===== src/rtl/vm_pkg.sv =====
// vm_pkg: shared coin encodings, coin values and dispenser state encoding
package vm_pkg;
    localparam logic [2:0] COIN_NONE = 3'b000;
    localparam logic [2:0] COIN_1    = 3'b001;
    localparam logic [2:0] COIN_2    = 3'b010;
    localparam logic [2:0] COIN_5    = 3'b011;
    localparam logic [2:0] COIN_10   = 3'b100;
    localparam int VAL_1  = 1;
    localparam int VAL_2  = 2;
    localparam int VAL_5  = 5;
    localparam int VAL_10 = 10;
    typedef enum logic [2:0] {
        S_IDLE,
        S_SELECT,
        S_PAY,
        S_DONE,
        S_FAULT
    } disp_state_t;
endpackage


===== src/rtl/coin_selector.sv =====
// coin_selector: largest stocked coin not exceeding the amount still owed
module coin_selector
    import vm_pkg::*;
#(
    parameter int AMT_W = 5
) (
    input  logic [AMT_W-1:0] remaining,
    input  logic [3:0]       empty,
    output logic [2:0]       code,
    output logic [AMT_W-1:0] value,
    output logic             found
);
    logic ok10, ok5, ok2, ok1;
    always_comb begin
        ok10  = !empty[3] && remaining >= AMT_W'(VAL_10);
        ok5   = !empty[2] && remaining >= AMT_W'(VAL_5);
        ok2   = !empty[1] && remaining >= AMT_W'(VAL_2);
        ok1   = !empty[0] && remaining >= AMT_W'(VAL_1);
        found = ok10 || ok5 || ok2 || ok1;
        code  = ok10 ? COIN_10 : ok5 ? COIN_5 : ok2 ? COIN_2 : ok1 ? COIN_1 : COIN_NONE;
        value = ok10 ? AMT_W'(VAL_10) : ok5 ? AMT_W'(VAL_5) : ok2 ? AMT_W'(VAL_2) :
                ok1 ? AMT_W'(VAL_1) : '0;
    end
endmodule


===== src/rtl/change_dispenser.sv =====
// change_dispenser: breaks a change amount into coins and hands them to the hopper one at a time
module change_dispenser
    import vm_pkg::*;
#(
    parameter int AMT_W = 5
) (
    input  logic             clk,
    input  logic             rst,
    input  logic             change_valid,
    input  logic [AMT_W-1:0] change_amt,
    input  logic [3:0]       empty,
    input  logic             coin_ack,
    input  logic             clear,
    output logic [2:0]       coin_out,
    output logic             coin_valid,
    output logic             busy,
    output logic             done,
    output logic             fault,
    output logic [AMT_W-1:0] remaining
);
    disp_state_t      state;
    logic [AMT_W-1:0] coin_val;
    logic [2:0]       sel_code;
    logic [AMT_W-1:0] sel_val;
    logic             sel_found;

    coin_selector #(.AMT_W(AMT_W)) u_sel (
        .remaining(remaining),
        .empty    (empty),
        .code     (sel_code),
        .value    (sel_val),
        .found    (sel_found)
    );

    always_ff @(posedge clk) begin
        if (!rst) begin
            state      <= S_IDLE;
            coin_out   <= COIN_NONE;
            coin_val   <= '0;
            coin_valid <= 1'b0;
            busy       <= 1'b0;
            done       <= 1'b0;
            fault      <= 1'b0;
            remaining  <= '0;
        end else begin
            done <= 1'b0;
            case (state)
                S_IDLE: if (change_valid) begin
                    busy <= 1'b1;
                    if (change_amt != '0) begin
                        remaining <= change_amt;
                        state     <= S_SELECT;
                    end else begin
                        done  <= 1'b1;
                        state <= S_DONE;
                    end
                end
                S_SELECT: if (sel_found) begin
                    coin_out   <= sel_code;
                    coin_val   <= sel_val;
                    coin_valid <= 1'b1;
                    state      <= S_PAY;
                end else begin
                    fault <= 1'b1;
                    state <= S_FAULT;
                end
                // the offered coin stays put until acked, whatever empty does meanwhile
                S_PAY: if (coin_ack) begin
                    coin_out   <= COIN_NONE;
                    coin_valid <= 1'b0;
                    remaining  <= remaining - coin_val;
                    done       <= remaining == coin_val;
                    state      <= remaining == coin_val ? S_DONE : S_SELECT;
                end
                S_DONE: begin
                    busy  <= 1'b0;
                    state <= S_IDLE;
                end
                S_FAULT: if (clear) begin
                    fault     <= 1'b0;
                    busy      <= 1'b0;
                    remaining <= '0;
                    state     <= S_IDLE;
                end
                default: state <= S_IDLE;
            endcase
        end
    end
endmodule


===== config.mk =====
export PLATFORM = sky130hd
export DESIGN_NAME = change_dispenser
export DESIGN_NICKNAME = d
export VERILOG_FILES = /design/src/rtl/vm_pkg.sv /design/src/rtl/coin_selector.sv /design/src/rtl/change_dispenser.sv
export SDC_FILE = /design/constraint.sdc
export NUM_CORES = 1
export LEC_CHECK = 0
export CAP_MARGIN = 20
export CELL_PAD_IN_SITES_DETAIL_PLACEMENT = 2
export CELL_PAD_IN_SITES_GLOBAL_PLACEMENT = 2
export CORE_MARGIN = 3
export CORE_UTILIZATION = 31
export CTS_CLUSTER_DIAMETER = 50
export DETAILED_ROUTE_END_ITERATION = 8
export HOLD_SLACK_MARGIN = 0.08
export PLACE_DENSITY_LB_ADDON = 0.1
export SLEW_MARGIN = 20
export SYNTH_ARGS = -nofsm -noshare
export SYNTH_HDL_FRONTEND = slang
export SYNTH_HIERARCHICAL = 1
export SYNTH_SLANG_ARGS = --single-unit

===== constraint.sdc =====
create_clock -name clk -period 4.1 [get_ports clk]
set_clock_uncertainty 0.1 [all_clocks]
set_input_delay 0.82 -clock clk [delete_from_list [all_inputs] [get_ports clk]]
set_output_delay 0.82 -clock clk [all_outputs]
set_load 0.02 [all_outputs]

==> impl_metrics.py, run 1 <==
metrics = {
    "pwr": {
        "clkPwrFrac_pct": 23.2,
        "power.internal_mw": 0.4196,
        "leakagePower_nw": 0.5862,
        "power-per-cell-area_nw_per_um2": 434.3,
        "p_switching_mw": 0.2493,
        "seqPwrFrac_pct": 37.8,
        "power_mw": 0.6689,
        "p_comb_share_pct": 39.0,
        "p_sw_share_pct": 37.27,
        "max-vdd-ir-drop_uv": 126.7,
    },
    "clock_network": {
        "clk_path_buf_depth": 2,
        "cts_tree": "built",
        "htreeDepth": 1,
        "numCtsBuffers": 3,
        "clkSinkCount": 20,
        "clock_latency_ns": 0.26,
        "cts-root-buf": "clkbuf_8",
        "clk_pin_slew_ns": 0.08,
        "cts-hold-fix-buffers": 0,
        "post_cts_buffers": 0,
        "cts_resized": 0,
    },
    "yosys": {
        "synth_top_family_by_area": "simple AND/OR/NAND/NOR gates",
        "async_flop_share_pct": 0,
        "synth-adder-area-share_pct": 5.685,
        "synth_edf_count": 0,
        "seq_area_frac_synth_pct": 32.49,
        "synth.cell_area_um2": 1232,
        "synth_compound_area_share_pct": 24.06,
        "synthesis.nets": 172,
        "synthSimpleGateAreaFrac_pct": 24.87,
        "synthXorXnorAreaFrac_pct": 3.553,
        "synth_top_flop_cell": "dfxtp_1",
        "syn_inst": 153,
        "synth_seq_cells": 20,
        "avgSynthCellArea_um2": 8.055,
        "synth_warnings": 6,
        "netlist-cell-type-count": 42,
        "synth_mux_area_share_pct": 1.624,
    },
    "sta": {
        "finalHoldViolations": 0,
        "finalCritPeriodShare_pct": 68.59,
        "finalSetupTns_ns": 0,
        "max_freq_ghz": 0.3556,
        "setup_slack_ns": 1.288,
        "fin_crit_ns": 2.812,
        "setup_viol": 0,
        "drv_slew": 0,
        "hold_slack_ns": 0.3925,
        "rsz0062_at_grt": "false",
        "relSlewSlack_pct": 61.59,
        "worstMarginPinSlew_ns": 0.5744,
    },
    "finish": {
        "final_nets": 193,
        "drive_above_1_share_pct": 5.780,
        "antenna_cells": 0,
        "final_area_um2": 1540,
        "syn_to_final_growth_pct": 24.97,
        "layout_common_cells": "25 x clkdlybuf4s50_1, 23 x nand2_1, 20 x dfxtp_1, 13 x nor2_1, 11 x a21oi_1",
        "final_common_cell": "clkdlybuf4s50_1",
    },
    "floorplanning": {
        "core_um2": 3744,
        "dieWidth_um": 69.05,
        "die-area_um2": 4768,
        "start_util_pct": 32.92,
        "io_pins": 26,
        "die_h_um": 69.05,
        "rows": 22,
    },
    "critical_path": {
        "regToRegStartpoint": "remaining[4]",
        "cp.depth": 7,
        "cp_common_cell": "nand3_1",
        "cp_cell_sequence": "clkdlybuf4s50_1, nor4b_1, or4_1, nand3_1, nand3_1, o311ai_0, and3_1",
        "cp.arrival_ns": 2.87,
        "worst_setup_path_endpoint": "state[1]",
        "r2r_setup_slack_ns": 1.85,
        "cp-end-kind": "register",
        "rr_worst_depth": 6,
        "path_class": "input port to register",
        "cp_max_fo": 9,
        "cp_top_family": "simple AND/OR/NAND/NOR gates",
        "critPathLaunchType": "input port",
        "crit_buf_inv": 1,
        "cpPeakStageDelay_ns": 0.53,
        "startpoint": "empty[1]",
        "reg2reg_to": "state[1]",
        "slowest_stage": "clkdlybuf4s50_1",
        "crit_required_ns": 4.16,
    },
    "route": {
        "drc": 0,
        "ant_nets": 0,
        "vias": 1175,
        "wl_per_cell_um": 16.97,
        "drtIter0Drc": 38,
        "drt-total-wl_um": 3751,
        "vias_per_cell": 5.317,
        "first_pass_iters": 4,
    },
    "global_route": {
        "antenna_found_initial": 0,
        "overflow": 0,
        "grt_max_degree": 19,
        "first_global_vias": 1314,
        "grt_use_total_pct": 16.45,
        "grt_pass1_wl_um": 6479,
    },
    "run": {
        "timing.max_cap.violations": 0,
    },
    "place": {
        "place_congestion": 0.7409,
        "place_area_um2": 1485,
        "place_worst_setup_slack_ns": 1.076,
        "io_buffers": 25,
        "dpl.hpwl_um": 2800,
    },
    "outcome": {
        "status": "completed",
    },
    "hold_path": {
        "hp-class": "register to register",
    },
}
==> flip-flops by register name, indices dropped and copies added (netlist names) <==
register	count
busy	1
coin_out	3
coin_val	5
coin_valid	1
done	1
fault	1
remaining	5
state	3
==> routing by layer <==
metal	wire, um	global-route usage, %	vias up
li1	-	-	575
met1	1712	20.53	571
met2	1855	28.39	23
met3	128	2.624	6
met4	55	5.857	0
met5	0	0	-
==> worst min-delay path, stage by stage, from the launching register on <==
cell and delay (ns):
dfxtp_1 0.32, nand3_1 0.06, a21boi_0 0.07
==> cells by family after synthesis <==
group	Yosys count
buffers and inverters	18
AND/OR/NAND/NOR	61
multiplexers	2
XOR/XNOR	5
flip-flops	20
AO/OA/AOI/OAI	41
other	1
adder cells (fa/ha/maj)	5
==> through the flow <==
step,instances,util [%]
finish,221,41.14
global placement,217,39.67
CTS,221,41.14
detailed placement,217,39.67
floorplan,153,-
global route,221,41.14
==> worst min path at each step <==
stage / to / cells after the start / start / slack [ns]
after global placement: coin_val[3] / 2 / coin_val[3] / 0.36
final: coin_out[0] / 2 / coin_out[0] / 0.39
after detailed placement: coin_out[0] / 2 / coin_out[0] / 0.39
after floorplan: coin_val[2] / 2 / coin_val[2] / 0.34
after CTS: coin_val[3] / 2 / coin_val[3] / 0.40
after global routing: coin_val[4] / 2 / coin_val[4] / 0.43
==> power groups by stage <==
stage,clock (mW),sequential (mW),combinational [mW]
global placement,0,0.255,0.248
floorplan,0,0.257,0.174
finish,0.155,0.253,0.261
global route,0.170,0.259,0.289
detailed placement,0,0.257,0.259
CTS,0.162,0.254,0.264
==> Yosys cell counts, types with 3 or more instances <==
master | n | area share [%]
nand2_1 | 23 | 7.0
dfxtp_1 | 20 | 32
nor2_1 | 13 | 4.0
a21oi_1 | 11 | 4.5
inv_1 | 9 | 2.7
a21boi_0 | 8 | 4.9
nand3_1 | 8 | 3.2
o21ai_0 | 6 | 2.4
buf_4 | 5 | 3.0
ha_1 | 4 | 4.1
o211a_1 | 3 | 2.4
o211ai_1 | 3 | 1.8
xnor2_1 | 3 | 2.1
==> cell type report <==
type / instances / area, um^2
fillers: 470 / 2203
repair buffers: 25 / 250.2
well taps: 48 / 60.06
inverters: 9 / 33.78
flip-flops and latches: 20 / 400.4
clock buffers: 4 / 55.05
multi-input cells: 115 / 740.7
Power figures use the tool's default switching activity.
==> run 2: changes to the inputs <==
CORE_UTILIZATION = 26   (was 31)
clock period = 2.3 ns   (was 4.1 ns; I/O delays follow)
==> run 2 against run 1 <==
- sequential power increased by 77%
- register-to-register slack got worse by 1.7 ns
- clock power grew 47%
- worst hold slack worse by 0.0094 ns
- combinational power is 93% higher
- sequential share of layout area shrank 1.0 points
==> impl_metrics.py, run 2 (synthesis results as in run 1) <==
metrics = {
    "critical_path": {
        "critPathLaunchType": "input port",
        "cp-end-kind": "register",
        "path_class": "input port to register",
        "slowest_stage": "or4_1",
        "cp_cell_sequence": "clkdlybuf4s50_1, nor4b_2, or4_1, nand3_2, and3_1, buf_6, nand2_1, a21boi_0",
        "cp.arrival_ns": 2.28,
        "crit_required_ns": 2.38,
        "cp_max_fo": 9,
        "cp_top_family": "simple AND/OR/NAND/NOR gates",
        "crit_buf_inv": 2,
        "cpPeakStageDelay_ns": 0.53,
    },
    "finish": {
        "final_nets": 201,
        "instances_no_fill": 232,
        "drive_above_1_share_pct": 11.11,
        "syn_to_final_growth_pct": 30.46,
        "reg.largest.list": "coin_val: 5 flops, remaining: 5 flops",
        "final_common_cell": "clkdlybuf4s50_1",
        "final_area_um2": 1608,
        "fin_util_pct": 35.93,
        "layout_common_cells": "25 x clkdlybuf4s50_1, 23 x nand2_1, 19 x dfxtp_1, 13 x nor2_1, 11 x a21oi_1",
        "antenna_cells": 0,
    },
    "global_route": {
        "antenna_found_initial": 0,
        "grt_pass1_wl_um": 6106,
        "overflow": 0,
        "gr-usage-met3_pct": 2.136,
        "use_met2_pct": 24.27,
        "grt-busiest-layer": "met2",
        "first_global_vias": 1250,
        "grt_use_total_pct": 14.49,
        "grt_max_degree": 19,
        "grt_use_met1_pct": 19.26,
    },
    "route": {
        "ant_nets": 0,
        "first_pass_iters": 3,
        "drt-total-wl_um": 3797,
        "vias_per_cell": 5.091,
        "drtIter0Drc": 32,
        "vias": 1181,
        "drc": 0,
        "wl_per_cell_um": 16.37,
    },
    "clock_network": {
        "numCtsBuffers": 3,
        "clk_pin_slew_ns": 0.07,
        "cts-root-buf": "clkbuf_8",
        "htreeDepth": 1,
        "cts-hold-fix-buffers": 0,
        "clk_path_buf_depth": 2,
        "post_cts_buffers": 0,
        "cts_resized": 0,
        "cts_tree": "built",
        "clkSinkCount": 20,
        "clock_latency_ns": 0.25,
    },
    "pwr": {
        "leakagePower_nw": 0.6261,
        "seqPwrFrac_pct": 38.0,
        "power-per-cell-area_nw_per_um2": 733.4,
        "power.internal_mw": 0.7434,
        "p_comb_share_pct": 42.6,
        "p_switching_mw": 0.4358,
        "clkPwrFrac_pct": 19.4,
        "power_mw": 1.179,
        "p_sw_share_pct": 36.96,
        "max-vdd-ir-drop_uv": 283.7,
    },
    "floorplanning": {
        "io_pins": 26,
        "rows": 24,
        "core_um2": 4474,
        "dieWidth_um": 74.85,
        "die-area_um2": 5603,
        "die_h_um": 74.85,
        "start_util_pct": 27.54,
    },
    "sta": {
        "worstMarginPinSlew_ns": 0.6138,
        "finalHoldViolations": 0,
        "relSlewSlack_pct": 58.95,
        "max_freq_ghz": 0.4551,
        "finalCritPeriodShare_pct": 95.54,
        "drv_slew": 0,
        "setup_viol": 0,
        "fin_crit_ns": 2.197,
    },
    "place": {
        "place_area_um2": 1550,
        "io_buffers": 25,
        "dpl.hpwl_um": 2989,
        "place_congestion": 0.8412,
        "dp_cells": 229,
    },
    "hold_path": {
        "hp-class": "register to register",
    },
    "run": {
        "timing.max_cap.violations": 0,
    },
    "outcome": {
        "status": "completed",
    },
}
==> run 2: cell types whose count changed in the layout (fill, tap and decap cells not counted), sizes merged <==
cell    delta
buf        +8
clkbuf     -1
==> run 2: cell type report <==
cell class / count / area [um^2]
clock buffer: 3 / 41.29
fill: 504 / 2867
inverter: 9 / 33.78
multi-input combinational: 115 / 752.0
sequential: 20 / 401.6
tap: 52 / 65.06
timing repair buffer: 33 / 314.1
==> run 2: path summary, 6_finish.rpt <==
kind / startpoint / end / slack (ns) / cells past startpoint
hold reg to reg: coin_out[1] / coin_out[1] / 0.38 / 2
setup reg to reg: remaining[0] / remaining[4] / 0.19 / 8
setup / recovery: empty[1] / coin_out[2] / 0.10 / 8
hold / removal: coin_out[1] / coin_out[1] / 0.38 / 2
==> run 2: power by group through the flow <==
stage / Clock, mW / Sequential, mW / Combinational [mW]
6_report: 0.228 / 0.448 / 0.503
5_1_grt: 0.250 / 0.458 / 0.559
4_1_cts: 0.242 / 0.448 / 0.502
3_5_place_dp: 0 / 0.455 / 0.496
3_3_place_gp: 0 / 0.452 / 0.486
2_1_floorplan: 0 / 0.459 / 0.310
==> run 2: per-stage QoR <==
stage	hold slack, ns	setup TNS, ns	worst slack, ns
floorplan	0.3434	0	0.2333
CTS	0.3965	0	0.05666
global route	0.4137	-0.06978	-0.01864
finish	0.3830	0	0.1026
global placement	0.3655	-1.096	-0.1350
detailed placement	0.3706	-1.731	-0.1942
==> run 2: routing by layer <==
metal / vias up / share of wire (%) / wire, um
met3: 2 / 2.6 / 99
met4: 0 / 0.40 / 15
met2: 18 / 49 / 1876
met5: - / 0 / 0
met1: 573 / 48 / 1806
li1: 588 / - / -
==> run 2: worst register-to-register path: stages (launching register included) <==
cell and delay [ns]:
dfxtp_2 0.39, inv_1 0.06, ha_1 0.23, fa_1 0.42, nand2b_1 0.17, a21oi_1 0.18
xnor2_1 0.15, a2bb2oi_1 0.16, a21oi_1 0.10
==> run 3: changes to the inputs <==
SKIP_LAST_GASP = 1   (was unset)
SYNTH_HIERARCHICAL = unset   (was 1)
==> run 3 against run 2 <==
- sequential share of layout area fell by 2.7 points
- flip-flop and latch count fell by 1
- design area is 6.2% higher
- total power is 4.3% higher
- largest cell class unchanged
- largest power group unchanged
==> impl_metrics.py, run 3 <==
metrics = {
    "critical_path": {
        "worst_setup_path_endpoint": "remaining[4]",
        "critPathLaunchType": "input port",
        "crit_required_ns": 2.36,
        "regToRegStartpoint": "state[2]",
        "cp-end-kind": "register",
        "cp_max_fo": 10,
        "reg2reg_to": "remaining[4]",
        "cp.arrival_ns": 2.27,
        "rr_worst_depth": 5,
        "startpoint": "clear",
        "r2r_setup_slack_ns": 0.14,
        "path_class": "input port to register",
    },
    "route": {
        "first_pass_iters": 4,
        "ant_nets": 0,
        "vias": 1359,
        "drc": 0,
        "drt-total-wl_um": 4551,
        "drtIter0Drc": 48,
        "vias_per_cell": 5.502,
        "wl_per_cell_um": 18.43,
    },
    "yosys": {
        "synth_seq_cells": 19,
        "synth.cell_area_um2": 1239,
        "seq_area_frac_synth_pct": 30.71,
        "yosysTopAreaCellShare_pct": 30.71,
        "synth_top_flop_cell": "dfxtp_1",
        "avgSynthCellArea_um2": 8.043,
        "synthesis.nets": 173,
        "syn_inst": 154,
        "yosysMostFrequentCell": "dfxtp_1",
        "synth_warnings": 0,
        "synth_edf_count": 0,
        "synth_top_area_cell": "dfxtp_1",
        "synth.area.top_cells": "dfxtp_1 31%, a21oi_1 5.3%, ha_1 4.0%",
        "async_flop_share_pct": 0,
        "netlist-cell-type-count": 49,
        "synth_common_cells": "19 x dfxtp_1, 13 x a21oi_1, 13 x nor2_1",
    },
    "pwr": {
        "max-vdd-ir-drop_uv": 228.6,
        "power-per-cell-area_nw_per_um2": 720.2,
        "leakagePower_nw": 0.6129,
    },
    "finish": {
        "final_common_cell": "clkdlybuf4s50_1",
        "antenna_cells": 0,
        "layout_common_cells": "25 x clkdlybuf4s50_1, 19 x dfxtp_1, 18 x buf_4, 13 x a21oi_1, 13 x nor2_1",
        "reg.largest.list": "remaining: 5 flops, coin_val: 4 flops",
        "top_register": "remaining",
        "largest_reg_flops": 5,
        "nFillCells": 529,
        "final_area_um2": 1708,
        "final_nets": 215,
        "syn_to_final_growth_pct": 37.88,
        "instances_no_fill": 247,
        "drive_above_1_share_pct": 14.36,
    },
    "sta": {
        "setup_viol": 0,
        "finalHoldViolations": 0,
        "finalCritPeriodShare_pct": 95.96,
        "relSlewSlack_pct": 58.38,
        "rsz0062_at_grt": "false",
        "fin_crit_ns": 2.207,
        "max_freq_ghz": 0.4531,
        "worstMarginPinSlew_ns": 0.6243,
        "drv_slew": 0,
    },
    "hold_path": {
        "hp-class": "register to register",
    },
    "global_route": {
        "antenna_found_initial": 0,
        "first_global_vias": 1501,
        "grt_pass1_wl_um": 7631,
        "grt_max_degree": 15,
        "overflow": 0,
        "grt_use_total_pct": 18.00,
    },
    "clock_network": {
        "cts_tree": "built",
        "cts-hold-fix-buffers": 0,
        "post_cts_buffers": 0,
        "cts-root-buf": "clkbuf_8",
        "htreeDepth": 1,
        "clk_pin_slew_ns": 0.08,
        "clkSinkCount": 19,
        "cts_resized": 0,
        "clock_latency_ns": 0.27,
        "numCtsBuffers": 3,
        "clk_path_buf_depth": 2,
    },
    "floorplanning": {
        "core_um2": 4474,
        "die_h_um": 75.03,
        "io_pins": 26,
        "rows": 24,
        "dieWidth_um": 75.03,
        "die-area_um2": 5629,
        "start_util_pct": 27.68,
    },
    "outcome": {
        "status": "completed",
    },
    "place": {
        "dpl.hpwl_um": 3659,
        "place_congestion": 0.8151,
        "dp_cells": 243,
        "io_buffers": 25,
        "place_area_um2": 1662,
    },
    "run": {
        "timing.max_cap.violations": 0,
    },
}
==> run 3: cell types whose count changed in the layout (fill, tap and decap cells not counted), moves of 3 or more <==
| cell | delta |
|---|---|
| a21o_1 | +4 |
| a21boi_0 | -4 |
| a22oi_1 | +3 |
| nand3_1 | +3 |
| nand4_1 | +4 |
| o21a_1 | +4 |
| a21boi_1 | -3 |
| o211a_1 | -3 |
| a211oi_1 | +3 |
| nand2_1 | -13 |
| nor3_1 | +4 |
| buf_4 | +11 |
==> run 3: worst max-delay path: stages <==
cell,delay (ns)
clkdlybuf4s50_1,0.47
mux2i_1,0.08
o21a_1,0.23
a2111oi_4,0.63
a21oi_1,0.18
a31o_1,0.22
==> run 3: cell type report <==
type | instances | area (um^2) | share of cell area, %
timing repair buffer | 43 | 385.4 | 22.56
sequential | 19 | 380.4 | 22.27
clock inverter | 1 | 5.005 | 0.2930
clock buffer | 3 | 41.29 | 2.418
tap | 52 | 65.06 | 3.810
multi-input combinational | 122 | 804.5 | 47.11
inverter | 7 | 26.28 | 1.538
==> run 3: cell families after synthesis <==
family	Yosys count	synth area share, %
compound gates	57	33.54
simple gates	57	23.54
flops	19	30.71
buf+inv	13	4.343
fa+ha+maj	5	5.657
xor+xnor	2	1.414
mux	1	0.8081
==> run 3: worst min-delay path by stage <==
stage,from,endpoint,slack (ns),depth (start not counted)
2_1_floorplan,coin_val[1],coin_val[1],0.34,2
3_3_place_gp,coin_out[1],coin_out[1],0.36,2
3_5_place_dp,coin_val[3],coin_val[3],0.38,2
4_1_cts,coin_val[3],coin_val[3],0.39,2
5_1_grt,coin_val[0],coin_val[0],0.42,2
6_report,coin_val[3],coin_val[3],0.39,2
==> run 3: report_power, final <==
part           internal [mW]  leakage [nW]  switching, mW
Clock                  0.121        0.0255          0.131
Combinational          0.251         0.432          0.311
Sequential             0.368         0.155         0.0482
==> run 3: layer usage <==
metal | up-vias | GRT usage (%) | part of all wire (%)
met3 | 5 | 2.270 | 1.8
met1 | 666 | 23.30 | 47
met4 | 0 | 4.743 | 1.1
li1 | 671 | - | -
met5 | - | 0 | 0
met2 | 17 | 31.43 | 50
==> run 3: through the flow <==
stage                     setup TNS (ns)  power (mW)  hold WS (ns)  setup WS, ns  utilization (%)
after floorplan                        0      0.7520        0.3435        0.3899                -
after global placement           -0.1448      0.9641        0.3615      -0.06922            37.14
after detailed placement         -0.5816      0.9851        0.3800       -0.1362            37.14
after CTS                              0       1.248        0.3928       0.07529            38.17
after global routing                   0       1.321        0.4209      0.002178            38.17
final                                  0       1.230        0.3867       0.09288            38.17
